--- src/rtl/sync_fifo_param_if.sv ---
// -----------------------------------------------------------------------------
// sync_fifo_param_if
//   Signal bundle between a producer/consumer pair and sync_fifo_param.
//   Clock and reset are kept as plain ports on the FIFO itself.
//
//   master modport : drives wr_en, data_in, rd_en; observes data and status
//   slave  modport : the FIFO side (reverse directions)
//
//   Signals:
//     wr_en, data_in         write request and data
//     rd_en                  read request
//     data_out               registered read data
//     full, empty            count == DEPTH / count == 0
//     almost_full/_empty     count >= AF_THRESH / count <= AE_THRESH
//     count                  occupancy 0..DEPTH
//     overflow, underflow    sticky rejected-request flags (optional feature)
// -----------------------------------------------------------------------------
interface sync_fifo_param_if #(
  parameter int DATA_W = 8,
  parameter int DEPTH  = 16
);
  localparam int CNT_W = $clog2(DEPTH) + 1;

  logic              wr_en;
  logic [DATA_W-1:0] data_in;
  logic              rd_en;
  logic [DATA_W-1:0] data_out;
  logic              full;
  logic              empty;
  logic              almost_full;
  logic              almost_empty;
  logic [CNT_W-1:0]  count;
  logic              overflow;
  logic              underflow;

  modport master (
    output wr_en, data_in, rd_en,
    input  data_out, full, empty, almost_full, almost_empty, count,
           overflow, underflow
  );

  modport slave (
    input  wr_en, data_in, rd_en,
    output data_out, full, empty, almost_full, almost_empty, count,
           overflow, underflow
  );
endinterface

--- src/rtl/sync_fifo_param.sv ---
// -----------------------------------------------------------------------------
// sync_fifo_param
//   Parametrised single-clock FIFO with occupancy count, almost-full /
//   almost-empty thresholds and optional sticky overflow/underflow flags.
//
//   Ports:
//     clk   sole clock, all logic on posedge
//     rst   synchronous reset, active-low
//     fifo  sync_fifo_param_if.slave bundle (requests, data, status)
//
//   Optional feature macro: FIFO_ERR_FLAGS_EN
//     defined   : overflow/underflow set on rejected writes/reads and stay set
//                 until reset; rejected requests also raise a simulation
//                 assertion error.
//     undefined : overflow/underflow tied low, no assertion compiled.
//
//   Status flags are decodes of the count register only, so no input reaches
//   an output combinationally. Storage is not reset.
// -----------------------------------------------------------------------------
module sync_fifo_param #(
  parameter int DATA_W    = 8,
  parameter int DEPTH     = 16,
  parameter int AF_THRESH = DEPTH - 2,
  parameter int AE_THRESH = 2
) (
  input logic               clk,
  input logic               rst,
  sync_fifo_param_if.slave  fifo
);
  localparam int AW    = $clog2(DEPTH);
  localparam int CNT_W = AW + 1;

  localparam logic [CNT_W-1:0] DEPTH_C = CNT_W'(DEPTH);
  localparam logic [CNT_W-1:0] AF_C    = CNT_W'(AF_THRESH);
  localparam logic [CNT_W-1:0] AE_C    = CNT_W'(AE_THRESH);

  logic [DATA_W-1:0] mem_q [DEPTH];

  logic [AW-1:0]     wr_ptr_q, wr_ptr_d;
  logic [AW-1:0]     rd_ptr_q, rd_ptr_d;
  logic [CNT_W-1:0]  count_q, count_d;
  logic [DATA_W-1:0] data_out_q, data_out_d;

  logic full_w, empty_w;
  logic rd_acc, wr_acc;

  assign full_w  = (count_q == DEPTH_C);
  assign empty_w = (count_q == '0);

  // A write into a full FIFO is still taken when a read frees a slot in the
  // same cycle; a read of an empty FIFO never bypasses the incoming write.
  assign rd_acc = fifo.rd_en & ~empty_w;
  assign wr_acc = fifo.wr_en & (~full_w | rd_acc);

  always_comb begin
    wr_ptr_d   = wr_ptr_q;
    rd_ptr_d   = rd_ptr_q;
    count_d    = count_q;
    data_out_d = data_out_q;

    if (wr_acc) wr_ptr_d = wr_ptr_q + AW'(1);
    if (rd_acc) begin
      rd_ptr_d   = rd_ptr_q + AW'(1);
      data_out_d = mem_q[rd_ptr_q];
    end

    case ({wr_acc, rd_acc})
      2'b10:   count_d = count_q + CNT_W'(1);
      2'b01:   count_d = count_q - CNT_W'(1);
      default: count_d = count_q;
    endcase
  end

  always_ff @(posedge clk) begin
    if (!rst) begin
      wr_ptr_q   <= '0;
      rd_ptr_q   <= '0;
      count_q    <= '0;
      data_out_q <= '0;
    end else begin
      wr_ptr_q   <= wr_ptr_d;
      rd_ptr_q   <= rd_ptr_d;
      count_q    <= count_d;
      data_out_q <= data_out_d;
    end
  end

  always_ff @(posedge clk) begin
    if (rst && wr_acc) mem_q[wr_ptr_q] <= fifo.data_in;
  end

  assign fifo.data_out     = data_out_q;
  assign fifo.count        = count_q;
  assign fifo.full         = full_w;
  assign fifo.empty        = empty_w;
  assign fifo.almost_full  = (count_q >= AF_C);
  assign fifo.almost_empty = (count_q <= AE_C);

`ifdef FIFO_ERR_FLAGS_EN
  logic overflow_q, overflow_d;
  logic underflow_q, underflow_d;

  assign overflow_d  = overflow_q  | (fifo.wr_en & ~wr_acc);
  assign underflow_d = underflow_q | (fifo.rd_en & ~rd_acc);

  always_ff @(posedge clk) begin
    if (!rst) begin
      overflow_q  <= 1'b0;
      underflow_q <= 1'b0;
    end else begin
      overflow_q  <= overflow_d;
      underflow_q <= underflow_d;
    end
  end

  assign fifo.overflow  = overflow_q;
  assign fifo.underflow = underflow_q;

`ifndef SYNTHESIS
  always_ff @(posedge clk) begin
    if (rst) begin
      assert (!(fifo.wr_en && !wr_acc))
        else $error("sync_fifo_param: write rejected at count %0d", count_q);
      assert (!(fifo.rd_en && !rd_acc))
        else $error("sync_fifo_param: read rejected at count %0d", count_q);
    end
  end
`endif
`else
  assign fifo.overflow  = 1'b0;
  assign fifo.underflow = 1'b0;
`endif

endmodule

--- src/flat_wrapper.sv ---
// flat-port wrapper written by rule: the top's interface ports become plain ports
module sync_fifo_param_flat 
#(
  parameter int DATA_W    = 8,
  parameter int DEPTH     = 16,
  parameter int AF_THRESH = DEPTH - 2,
  parameter int AE_THRESH = 2
)
  (clk, rst, fifo_wr_en, fifo_data_in, fifo_rd_en, fifo_data_out, fifo_full, fifo_empty, fifo_almost_full, fifo_almost_empty, fifo_count, fifo_overflow, fifo_underflow);
  sync_fifo_param_if #(.DATA_W(DATA_W), .DEPTH(DEPTH)) fifo_i ();
  input logic clk;
  input logic rst;
  input wire logic [$bits(fifo_i.wr_en)-1:0] fifo_wr_en;
  input wire logic [$bits(fifo_i.data_in)-1:0] fifo_data_in;
  input wire logic [$bits(fifo_i.rd_en)-1:0] fifo_rd_en;
  output wire logic [$bits(fifo_i.data_out)-1:0] fifo_data_out;
  output wire logic [$bits(fifo_i.full)-1:0] fifo_full;
  output wire logic [$bits(fifo_i.empty)-1:0] fifo_empty;
  output wire logic [$bits(fifo_i.almost_full)-1:0] fifo_almost_full;
  output wire logic [$bits(fifo_i.almost_empty)-1:0] fifo_almost_empty;
  output wire logic [$bits(fifo_i.count)-1:0] fifo_count;
  output wire logic [$bits(fifo_i.overflow)-1:0] fifo_overflow;
  output wire logic [$bits(fifo_i.underflow)-1:0] fifo_underflow;
  assign fifo_i.wr_en = fifo_wr_en;
  assign fifo_i.data_in = fifo_data_in;
  assign fifo_i.rd_en = fifo_rd_en;
  assign fifo_data_out = fifo_i.data_out;
  assign fifo_full = fifo_i.full;
  assign fifo_empty = fifo_i.empty;
  assign fifo_almost_full = fifo_i.almost_full;
  assign fifo_almost_empty = fifo_i.almost_empty;
  assign fifo_count = fifo_i.count;
  assign fifo_overflow = fifo_i.overflow;
  assign fifo_underflow = fifo_i.underflow;
  sync_fifo_param #(.DATA_W(DATA_W), .DEPTH(DEPTH), .AF_THRESH(AF_THRESH), .AE_THRESH(AE_THRESH)) u_core (.clk(clk), .rst(rst), .fifo(fifo_i));
endmodule
--- config.mk ---
export PLATFORM = sky130hd
export DESIGN_NAME = sync_fifo_param_flat
export DESIGN_NICKNAME = d
export VERILOG_FILES = /design/src/rtl/sync_fifo_param_if.sv /design/src/rtl/sync_fifo_param.sv /design/src/flat_wrapper.sv
export SDC_FILE = /design/constraint.sdc
export NUM_CORES = 1
export LEC_CHECK = 0
export BUFFER_PORTS_ARGS = -buffer_cell sky130_fd_sc_hd__buf_2
export CAP_MARGIN = 40
export CORE_ASPECT_RATIO = 1.4
export CORE_UTILIZATION = 50
export CTS_CLUSTER_DIAMETER = 80
export DETAILED_ROUTE_END_ITERATION = 12
export GPL_ROUTABILITY_DRIVEN = 0
export PLACE_DENSITY = 0.67
export SYNTH_ARGS = -nofsm -noshare
export SYNTH_HDL_FRONTEND = slang
export SYNTH_SLANG_ARGS = --single-unit
--- constraint.sdc ---
create_clock -name clk -period 3.95 [get_ports clk]
set_input_delay 0.79 -clock clk [delete_from_list [all_inputs] [get_ports clk]]
set_output_delay 0.79 -clock clk [all_outputs]
set_load 0.01 [all_outputs]
==> After elaboration in Yosys (flattened, before gate mapping) <==
Memories as Yosys holds them, arrays and structs flattened. A register that Yosys moved wholly into a read port is not among the register bits.
Index checks and enable logic that the tools add are counted.
{ "classes": {"n_reduce_logical": 4, "muxes": 3, "eq_ne": 3, "n_lt_le_gt_ge": 2, "add_sub_neg": 4, "n_bitwise": 5} }
{ "ops": {"columns": ["cell", "count"], "rows": [
  ["$pmux W5 S2", 1],
  ["$add A4 B1 Y4 const B", 2],
  ["$add A5 B1 Y5 const B", 1],
  ["$eq A5 B5 Y1 const B", 1],
  ["$ge A5 B4 Y1 const B", 1],
  ["$le A5 B2 Y1 const B", 1],
  ["$logic_not A5 Y1", 1],
  ["$sub A5 B1 Y5 const B", 1],
  ["$and A1 B1 Y1", 2],
  ["$eq A2 B1 Y1 const B", 1],
  ["$eq A2 B2 Y1 const B", 1],
  ["$mux W1", 2],
  ["$not A1 Y1", 2],
  ["$reduce_bool A2 Y1", 1],
  ["$logic_and A1 B1 Y1", 1],
  ["$logic_not A1 Y1", 1],
  ["$or A1 B1 Y1", 1]
]} }
{ "word_totals": {"word_cells": 25, "out_inout_bits": 19, "inputBits": 12, "reg_bits": 13, "memories": 1, "ram_bits": 128} }
{ "memory_table": {"columns": ["name", "depth", "word_bits", "read_ports", "rd_ports_with_merged_regs", "write_ports", "line_no", "rtl"], "rows": [
  ["u_core.mem_q", 16, 8, 1, 1, 1, "sync_fifo_param.sv:37", "logic [DATA_W-1:0] mem_q [DEPTH];"]
]} }

==> Longest topological paths before layout <==
{ "depth": {"ltp_word": 8, "depth_mapped": 12, "mapped_depth_nobuf": 11} }

==> Worst setup path before layout <==
No wires, ideal clock.
{ "synth_path": {"path_type": "register -> register", "from": "register u_core.count_q[0], in the netlist u_core.fifo.count[0]", "to": "register u_core.count_q[4], in the netlist u_core.fifo.count[4]", "stages_incl_launch_ff": 13, "period_less_slack_ns": 2.984, "t_required_ns": 3.832, "setup_time_ns": 0.118, "path_buffers": 1, "slack_ns": 0.966, "t_arrival_ns": 2.865, "cell_sequence": "dfxtp_1 -> or4_4 -> o31a_1 -> buf_6 -> inv_1 -> ha_1 -> inv_1 -> fa_1 -> nor2b_1 -> o21ai_0 -> nand3_1 -> or3b_2 -> mux2i_1"} }
{ "synth_via": {"elab_chain_cells": 7, "word_cells_on_any_way": 13, "classes_between": "add/sub (2); eq/ne (3); mux (1); bitwise (5); reduce/logical (2)"} }
{ "synth_lines": {"columns": ["item", "line_no", "rtl"], "rows": [
  ["start: declaration", "sync_fifo_param.sv:41", "logic [CNT_W-1:0] count_q, count_d;"],
  ["start signal: assignment", "sync_fifo_param.sv:83", "count_q <= count_d;"],
  ["$logic_not A5 Y1", "sync_fifo_param.sv:48", "assign empty_w = (count_q == '0);"],
  ["$not A1 Y1", "sync_fifo_param.sv:52", "assign rd_acc = fifo.rd_en & ~empty_w;"],
  ["$and A1 B1 Y1", "sync_fifo_param.sv:52", null],
  ["$or A1 B1 Y1", "sync_fifo_param.sv:53", "assign wr_acc = fifo.wr_en & (~full_w | rd_acc);"],
  ["$and A1 B1 Y1", "sync_fifo_param.sv:53", null],
  ["$eq A2 B1 Y1 or $eq A2 B2 Y1 (tied branches)", "sync_fifo_param.sv:67", "case ({wr_acc, rd_acc})"],
  ["$pmux W5 S2 or $reduce_bool A2 Y1 (tied branches)", null, null]
]} }
Several ways; a longest one is shown, not always the timed one.
A chain may end at the register's enable or synchronous reset.

==> Worst setup path after layout <==
Ends and elaborated chain as after synthesis.

==> results.py <==
metrics = {
    "run_status": {
        "status": "completed",
    },
    "floorplan": {
        "die_area_um2": 12400,
        "design.portCount": 31,
        "core_area_um2": 11500,
        "fp-row-count": 46,
        "die_w_um": 94.5,
        "initial_core_util_pct": 52.0,
        "die_h_um": 131,
    },
    "clock_tree": {
        "ctsLongestPathBuffers": 2,
        "cts_tree": "yes",
        "root_buffer": "clkbuf_16",
        "cts_resized": 0,
        "post_cts_buffers": 0,
        "cts.sinks": 149,
        "clkTransAtPathRegs_ns": 0.06,
        "cts_max_level": 4,
        "clock_latency_ns": 0.41,
        "postCtsHoldBufs": 0,
        "numCtsBuffers": 17,
    },
    "route": {
        "via_per_inst": 5.63,
        "wl_per_cell_um": 20.6,
        "drt-pass1-iter-count": 4,
        "totalWireLength_um": 11400,
        "drc_errors": 0,
        "num_vias": 3124,
        "drt_iter0_drc": 199,
        "ant_nets": 0,
    },
    "placed_design": {
        "io_buffers": 28,
        "place_hpwl_um": 7650,
        "pre_cts_ws_ns": 0.771,
        "dp_cells": 523,
    },
    "timing": {
        "worst_slew_pin_slew_ns": 0.866,
        "max_freq_mhz": 314,
        "fin_crit_sh_pct": 80.5,
        "clock_skew_ns": 0.00504,
        "grt_setup_unrepaired": "no",
        "fin_ws_ns": 0.770,
        "slew_headroom_pct": 42.1,
        "finalMaxSlewViolations": 0,
        "finalSetupTns_ns": 0,
        "setup_viol_count_final": 0,
        "finalHoldViolations": 0,
        "fin_crit_ns": 3.18,
    },
    "pwr": {
        "power_density_nw_per_um2": 594,
        "p_total_mw": 4.04,
        "peakVddDrop_uv": 270,
        "p_leak_nw": 2.24,
    },
    "grt": {
        "grt_max_degree": 29,
        "antenna_found_initial": 0,
        "grt_pass1_vias": 3172,
        "grt_usage_pct": 20.1,
        "grt_pass1_wl_um": 17700,
        "grt_overflow": 0,
    },
    "synth": {
        "synth_seq_area_share_pct": 71.3,
        "ys_types": 37,
        "synth_area_per_cell_um2": 16.3,
        "syn_inst": 367,
        "netlist_area_um2": 5980,
        "yosys_register_bits": 149,
        "ys_warn_count": 0,
    },
    "worst_setup_path": {
        "crit_arrival_ns": 3.48,
        "crit_fanout": 8,
        "crit_path_max_incr_delay_ns": 0.57,
        "crit_slowest_cell": "or4_4",
        "path_cells": "or4_4 > o31a_1 > inv_1 > ha_1 > inv_1 > fa_1 > nor2b_1 > o21ai_0 > nand3_1 > or3b_2 > mux2i_1",
        "endpoint_kind": "register",
        "cp.required_ns": 4.25,
        "crit_top_cell": "inv_1",
        "crit_type": "register to register",
        "start_kind": "register",
    },
    "cells_and_area": {
        "drive_above_1_share_pct": 20.0,
        "syn2layout_area_growth_pct": 13.7,
        "fin_nets": 420,
        "num_antenna_cells": 0,
        "layout.cells.non_filler": 555,
    },
    "min_path": {
        "worstHoldPathType": "register to register",
    },
    "flow_run": {
        "max_cap_violations": 0,
    },
}
[state kept, by name, summed over array words and instances, names as in the netlist]
signal	flops
u_core.mem_q	128
u_core.fifo.data_out	8
u_core.wr_ptr_q	4
u_core.fifo.count	5
u_core.rd_ptr_q	4
[cell usage after synthesis]
cell / count / area, µm²
or3_1: 1 / 6.26
mux4_2: 16 / 360
or2_2: 1 / 6.26
nor2_1: 26 / 97.6
inv_1: 9 / 33.8
buf_1: 2 / 7.51
and2_1: 10 / 62.6
nand2_1: 11 / 41.3
o21a_1: 1 / 7.51
ha_1: 9 / 113
conb_1: 1 / 3.75
or4_4: 1 / 11.3
mux2i_1: 35 / 350
o31a_1: 1 / 8.76
nand4_2: 1 / 12.5
buf_6: 1 / 11.3
xor2_1: 3 / 26.3
a22oi_1: 8 / 60.1
o21ai_0: 12 / 60.1
xnor2_1: 6 / 52.6
a21oi_1: 2 / 10.0
a31oi_1: 8 / 50.1
nand2_4: 1 / 11.3
buf_2: 5 / 25.0
dfxtp_1: 21 / 420
fa_1: 1 / 20.0
nand3_1: 4 / 20.0
or3b_2: 2 / 17.5
a2111oi_0: 1 / 8.76
nand3b_1: 3 / 22.5
nand4_1: 1 / 6.26
nor2b_1: 5 / 31.3
clkbuf_1: 11 / 41.3
a21o_2: 1 / 8.76
buf_4: 2 / 15.0
o22ai_1: 16 / 100
edfxtp_1: 128 / 3840
[per-layer routing]
metal / up-vias / wire length (µm) / GRT usage [%]
met5: - / 0 / 0
met3: 14 / 669 / 4.63
met1: 1536 / 4680 / 26.0
met2: 102 / 5890 / 32.7
met4: 0 / 196 / 7.41
li1: 1472 / - / -
[logic make-up (layout without fill, tap and decap cells)]
logic type / count (synthesis) / in the layout / share of synthesized area [%]
DFF: 149 / 149 / 71.3
and+or+nand+nor: 67 / 67 / 5.79
muxes: 51 / 51 / 11.9
AOI/OAI and AO/OA: 50 / 50 / 5.25
buffers and inverters: 30 / 73 / 2.24
adders and majority gates: 10 / 10 / 2.22
xor gates and xnor gates: 9 / 9 / 1.32
other: 1 / 2 / 0.0627
[power breakdown]
part           internal, mW  switching [mW]  total (mW)
sequential             1.79          0.0677        1.86
clock                 0.919           0.594        1.51
combinational         0.287           0.381       0.669
total                  3.00            1.04        4.04
[through the flow]
stage	util, %	hold WS [ns]	cell area (µm²)
2_1_floorplan	-	0.528	5990
3_3_place_gp	54.2	0.528	6240
3_5_place_dp	54.2	0.538	6240
4_1_cts	59.1	0.548	6800
5_1_grt	59.1	0.583	6800
6_report	59.1	0.541	6800
[final timing paths]
path                                      from                           endpoint  slack, ns  cells after the start
max          u_core.fifo.count[0]$_SDFFE_PN0P_  u_core.fifo.count[4]$_SDFFE_PN0P_       0.77                     11
min          u_core.fifo.count[4]$_SDFFE_PN0P_  u_core.fifo.count[4]$_SDFFE_PN0P_       0.54                      2
max reg2reg  u_core.fifo.count[0]$_SDFFE_PN0P_  u_core.fifo.count[4]$_SDFFE_PN0P_       0.77                     11
min reg2reg  u_core.fifo.count[4]$_SDFFE_PN0P_  u_core.fifo.count[4]$_SDFFE_PN0P_       0.54                      2
[critical path, delay by kind of cell, from the launching register on]
kind                     cells  cell delay [ns]
flip-flops                   1             0.36
multiplexers                 1             0.13
buffers and inverters        2             0.22
adder cells (fa/ha/maj)      2             0.64
AND/OR/NAND/NOR              4             1.24
AO/OA/AOI/OAI                2             0.50
[cell type report]
cell class,instances,area [µm²]
Clock inverter,15,136
Clock buffer,17,425
Multi-Input combinational cell,189,1590
Fill cell,897,4710
Inverter,9,33.8
Tap cell,144,180
Timing Repair Buffer,32,170
Sequential cell,149,4270
[cells in the final DEF (no fill, tap or decap), types with 4 or more instances in the layout]
cell         n
o22ai_1     16
nor2_1      26
and2_1      10
ha_1         9
clkinv_1     6
a22oi_1      8
o21ai_0     12
a31oi_1      8
nand3_1      4
mux4_2      16
inv_1        9
clkbuf_16   17
buf_4        4
mux2i_1     35
nand2_1     11
xnor2_1      6
buf_2       28
nor2b_1      5
edfxtp_1   128
dfxtp_1     20
No activity file was read; power rests on OpenSTA's default activity.
